File: src/rtl/byte_striper.sv
// byte_striper: stripes a tagged symbol stream into LANES-wide words with PCIe
// framing (STP/SDP lane-0 alignment, PAD-to-boundary termination, EDB on over-length).
module byte_striper #(
    parameter int LANES   = 4,
    parameter int MAX_LEN = 64
) (
    input  logic               clk,
    input  logic               reset_L,
    input  logic               enb,
    input  logic               valid_in,
    input  logic [7:0]         data_in,
    input  logic               data_k,
    output logic [8*LANES-1:0] lane_data,
    output logic [LANES-1:0]   lane_k,
    output logic               lane_valid,
    output logic               in_pkt,
    output logic               err
);
    localparam int PW = $clog2(LANES);
    localparam logic [7:0] PAD = 8'hF7, STP = 8'hFB, SDP = 8'h5C, END = 8'hFD, EDB = 8'hFE;
    localparam logic [PW-1:0] LAST = PW'(LANES - 1);

    typedef enum logic {IDLE, PKT} state_t;

    state_t             st_q, st_d;
    logic [8*LANES-1:0] acc_q, acc_d, data_q, data_d;
    logic [LANES-1:0]   acck_q, acck_d, k_q, k_d;
    logic [PW-1:0]      ptr_q, ptr_d;
    logic [7:0]         len_q, len_d;
    logic               vld_q, vld_d, err_q, err_d;
    logic               is_start, is_end, over, force_edb, term, wk_s;
    logic [7:0]         wsym;
    logic [8*LANES-1:0] wdat, tdat, rdat;
    logic [LANES-1:0]   wkv, tk, rk;

    always_comb begin
        is_start  = data_k && (data_in == STP || data_in == SDP);
        is_end    = data_k && (data_in == END || data_in == EDB);
        over      = st_q == PKT && (({1'b0, len_q} + 9'd1) == 9'(MAX_LEN));
        force_edb = over && !is_end;
        term      = st_q == PKT && (is_end || over);
        wsym      = force_edb ? EDB : data_in;
        wk_s      = force_edb ? 1'b1 : data_k;
        wdat = acc_q;
        wkv  = acck_q;
        tdat = '0;
        tk   = '0;
        rdat = '0;
        rk   = '0;
        // w*: acc with the symbol at ptr; t*: PAD after ptr (terminate); r*: PAD from ptr (realign)
        for (int i = 0; i < LANES; i++) begin
            if (i == int'(ptr_q)) begin
                wdat[8*i +: 8] = wsym;
                wkv[i]         = wk_s;
            end
            tdat[8*i +: 8] = (i > int'(ptr_q)) ? PAD : wdat[8*i +: 8];
            tk[i]          = (i > int'(ptr_q)) ? 1'b1 : wkv[i];
            rdat[8*i +: 8] = (i >= int'(ptr_q)) ? PAD : acc_q[8*i +: 8];
            rk[i]          = (i >= int'(ptr_q)) ? 1'b1 : acck_q[i];
        end
        st_d   = st_q;
        acc_d  = acc_q;
        acck_d = acck_q;
        data_d = data_q;
        k_d    = k_q;
        ptr_d  = ptr_q;
        len_d  = len_q;
        vld_d  = 1'b0;
        err_d  = 1'b0;
        if (enb && valid_in) begin
            if (st_q == IDLE && !data_k) begin
                err_d = 1'b1;
            end else if (st_q == IDLE && is_start && ptr_q != '0) begin
                data_d       = rdat;
                k_d          = rk;
                vld_d        = 1'b1;
                acc_d[7:0]   = data_in;
                acck_d[0]    = 1'b1;
                ptr_d        = PW'(1);
            end else if (term) begin
                data_d = tdat;
                k_d    = tk;
                vld_d  = 1'b1;
                ptr_d  = '0;
                st_d   = IDLE;
                err_d  = force_edb;
            end else begin
                acc_d  = wdat;
                acck_d = wkv;
                err_d  = st_q == PKT && data_k;
                if (ptr_q == LAST) begin
                    data_d = wdat;
                    k_d    = wkv;
                    vld_d  = 1'b1;
                    ptr_d  = '0;
                end else begin
                    ptr_d = ptr_q + PW'(1);
                end
            end
            if (st_q == IDLE && is_start) begin
                len_d = '0;
                st_d  = PKT;
            end else if (st_q == PKT) begin
                len_d = len_q + 8'd1;
            end
        end
    end

    always_ff @(posedge clk or negedge reset_L) begin
        if (!reset_L) begin
            st_q   <= IDLE;
            acc_q  <= '0;
            acck_q <= '0;
            data_q <= '0;
            k_q    <= '0;
            ptr_q  <= '0;
            len_q  <= '0;
            vld_q  <= 1'b0;
            err_q  <= 1'b0;
        end else begin
            st_q   <= st_d;
            acc_q  <= acc_d;
            acck_q <= acck_d;
            data_q <= data_d;
            k_q    <= k_d;
            ptr_q  <= ptr_d;
            len_q  <= len_d;
            vld_q  <= vld_d;
            err_q  <= err_d;
        end
    end

    assign lane_data  = data_q;
    assign lane_k     = k_q;
    assign lane_valid = vld_q;
    assign err        = err_q;
    assign in_pkt     = st_q == PKT;
endmodule

File: config.mk
export PLATFORM = sky130hd
export DESIGN_NAME = byte_striper
export DESIGN_NICKNAME = d
export VERILOG_FILES = /design/src/rtl/byte_striper.sv
export SDC_FILE = /design/constraint.sdc
export NUM_CORES = 1
export LEC_CHECK = 0
export CAP_MARGIN = 20
export CORE_AREA = 2 2 89 108
export DETAILED_ROUTE_END_ITERATION = 10
export DIE_AREA = 0 0 91 110
export GPL_TIMING_DRIVEN = 0
export PLACE_DENSITY = 0.66
export SYNTH_ARGS = -nofsm -noshare
export SYNTH_HDL_FRONTEND = slang
export SYNTH_SLANG_ARGS = --single-unit
export TNS_END_PERCENT = 100
File: constraint.sdc
create_clock -name clk -period 5.1 [get_ports clk]
set_input_delay 1.02 -clock clk [delete_from_list [all_inputs] [get_ports clk]]
set_output_delay 1.02 -clock clk [all_outputs]
set_load 0.02 [all_outputs]
==> results of run 1 <==
==> cells by family (layout without fill, tap and decap cells) <==
group | after synthesis | in the layout | share of synthesized area (%)
buffers and inverters | 37 | 103 | 4.65
muxes | 7 | 7 | 2.22
adders and majority gates | 7 | 7 | 2.22
DFF | 76 | 76 | 48.1
AOI/OAI and AO/OA | 129 | 129 | 23.7
and+or+nand+nor | 162 | 162 | 18.7
xor gates and xnor gates | 2 | 2 | 0.443
==> critical path, stage by stage <==
cell and delay, ps:
clkdlybuf4s50_1 610, nand3_1 200, nor4b_4 540, a21oi_2 100
a211oi_2 520, nor2_2 210, o21ai_2 240, mux2_2 380
==> final cells by class <==
type,count,area share (%)
repair buffers,50,10.7
flip-flops and latches,76,39.3
plain buffers,22,2.64
well taps,120,3.11
clock inverters,4,1.50
clock buffers,12,3.00
multi-input cells,307,38.6
inverters,15,1.16
==> registers in the layout (all words and copies together) (netlist names), 2 cells and up <==
signal,cells
acc_q,24
acck_q,3
lane_data,32
lane_k,4
len_q,8
ptr_q,2
==> cells in the final DEF (no fill, tap or decap), types with 5 or more instances in the layout <==
cell / n
dfrtp_1: 76
nand2_1: 61
nor2_1: 55
clkdlybuf4s50_1: 48
o21ai_0: 37
inv_1: 14
a21oi_1: 11
a21o_1: 10
clkbuf_1: 10
clkbuf_8: 10
nand3_1: 9
a31oi_1: 9
o21ai_1: 9
nor3_1: 8
a211oi_2: 8
ha_1: 7
o31ai_2: 6
buf_2: 5
o22ai_1: 5
a22o_1: 5
o32a_1: 5
==> stage by stage <==
step / total power, µW / instances / setup slack (ps)
6_report: 2600 / 606 / 1520
5_1_grt: 2770 / 606 / 1430
4_1_cts: 2610 / 606 / 1570
3_5_place_dp: 2090 / 590 / 1200
3_3_place_gp: 2070 / 589 / 259
2_1_floorplan: 1650 / 420 / 2180
==> worst max-delay path by stage <==
stage / from / slack, ps / end
after CTS: data_in[6] / 1570 / acc_q[7]
after floorplan: data_in[1] / 2180 / lane_data[16]
after detailed placement: data_in[6] / 1200 / acc_q[7]
after global routing: data_in[6] / 1430 / acc_q[7]
after global placement: reset_L / 260 / lane_data[25]
final: data_in[6] / 1520 / acc_q[7]
==> per-layer routing <==
layer	track usage (%)	wire length, µm	vias up
met5	0	0	-
met4	12.1	454	0
met3	5.37	608	30
met2	35.6	4930	120
met1	29.8	4840	1619
li1	-	-	1621
==> power by group <==
group / internal [µW] / switching [µW] / total [µW]
clock: 288 / 227 / 516
combinational: 498 / 575 / 1070
sequential: 848 / 167 / 1010
total: 1630 / 969 / 2600
==> flow_summary.toml, run 1 <==
[clock_tree]
clock_path_buffers = 2
cts_root_buffer = "clkbuf_8"
cts_buffers = 9
cts_hold_buf = 0
clkLatencyLatePin_ps = 370
htree_levels = 3
clk_pin_slew_ps = 80
cts-resized-gates = 0
cts_tree = "built"
cts_setup_buffers = 0
clock_sinks = 76

[yosys]
ys_seq_area_share_pct = 48.1
yosys-top-cells-count = "dfrtp_1 (76), nand2_1 (61), nor2_1 (55)"
netlist_instances = 420
synthTopCellsByArea = "dfrtp_1 (48%), nand2_1 (5.8%), nor2_1 (5.2%)"
synth_flop_cell = "dfrtp_1"
synth_area_per_cell_um2 = 9.41
synth_top_area_cell = "dfrtp_1"
synth_fp_nets = 440
synth_edf_count = 0
ys_ff_latch = 76
yosysMostFrequentCell = "dfrtp_1"
synth_cell_types = 58
synth-async-reset-ratio_pct = 100
yosys_warnings = 0
synthesis.area_um2 = 3950
synth_top_cell_area_share_pct = 48.1

[setup_path]
cp-end-kind = "flop"
worstSetupPathType = "in -> reg"
cp.required_ps = 5360
rr_worst_depth = 8
start_kind = "input port"
cp_max_fo = 9
reg2reg_to = "acc_q[7]"
arrival_ps = 3840
regToRegStartpoint = "len_q[0]"
rrSetupSlack_ps = 2070

[status]
outcome = "completed"

[placement]
placed_area_um2 = 4620
io_buffers = 49
dp_hpwl_mm = 7.85
gp_congestion = 0.862

[detailed_routing]
drtAntennaViolNets = 0
vias_per_cell = 5.59
routed_wirelength_mm = 10.8
via_count = 3390
wl_per_cell_um = 17.9
drt_pre_antenna_iters = 4
drc = 0
drt_iter0_drc = 230

[sta]
post-route-period-util_pct = 70.2
skew_ps = 9.10
hold_viol = 0
tns_ps = 0
fin_crit_ps = 3580
slew_headroom_pct = 38.3
tightest_slew_ps = 924
drv_slew = 0
finalSetupViolCount = 0
rsz0062_at_grt = "no"
whs_ps = 483
clock.fmax_ghz = 0.279

[grt]
grt-ovfl-total = 0
antenna_found_initial = 0
first_global_vias = 3310
grt_max_degree = 47
grt_pass1_wl_mm = 17.4
grt_usage_pct = 22.8

[power]
ir_worst_vdd_mv = 0.311
p_per_area_nw_per_um2 = 538
p_leak_uw = 0.00213

[cells_and_area]
multi_input_comb_area_um2 = 1870
drive_gt1_share_pct = 11.7
antenna-diode-count = 0
nFillCells = 853
final-seq-area_um2 = 1900
finalInstanceArea_um2 = 4830
utilization_pct = 54.1
synthToLayoutAreaGrowth_pct = 22.4
nets = 501

[run]
drv_cap = 0

[floorplan]
fp.dieArea_um2 = 10000
start_util_pct = 44.2
die_h_um = 110
core_um2 = 8940
rows = 38
ios = 52
die_w_um = 91

[min_path]
hp-class = "reg -> reg"
hold_end = "lane_data[1]"
min_from = "lane_data[1]"
worstHoldPathCells = 1
(Power assumes the default switching activity.)
==> inputs of run 2 (changes only) <==
==> constraint.sdc (replaced) <==
create_clock -name clk -period 3.8 [get_ports clk]
set_input_delay 0.76 -clock clk [delete_from_list [all_inputs] [get_ports clk]]
set_output_delay 0.76 -clock clk [all_outputs]
set_load 0.02 [all_outputs]
==> results of run 2 <==
The final DEF is identical to that of run 1. Status: completed.
Main changes from that run: setup slack after placement 1200 ps -> 158 ps; setup slack after layout 1520 ps -> 479 ps; hold slack 483 ps -> 326 ps; register-to-register setup slack 2070 ps -> 770 ps; total power 2600 µW -> 3490 µW; worst IR drop on VDD 0.311 mV -> 0.417 mV
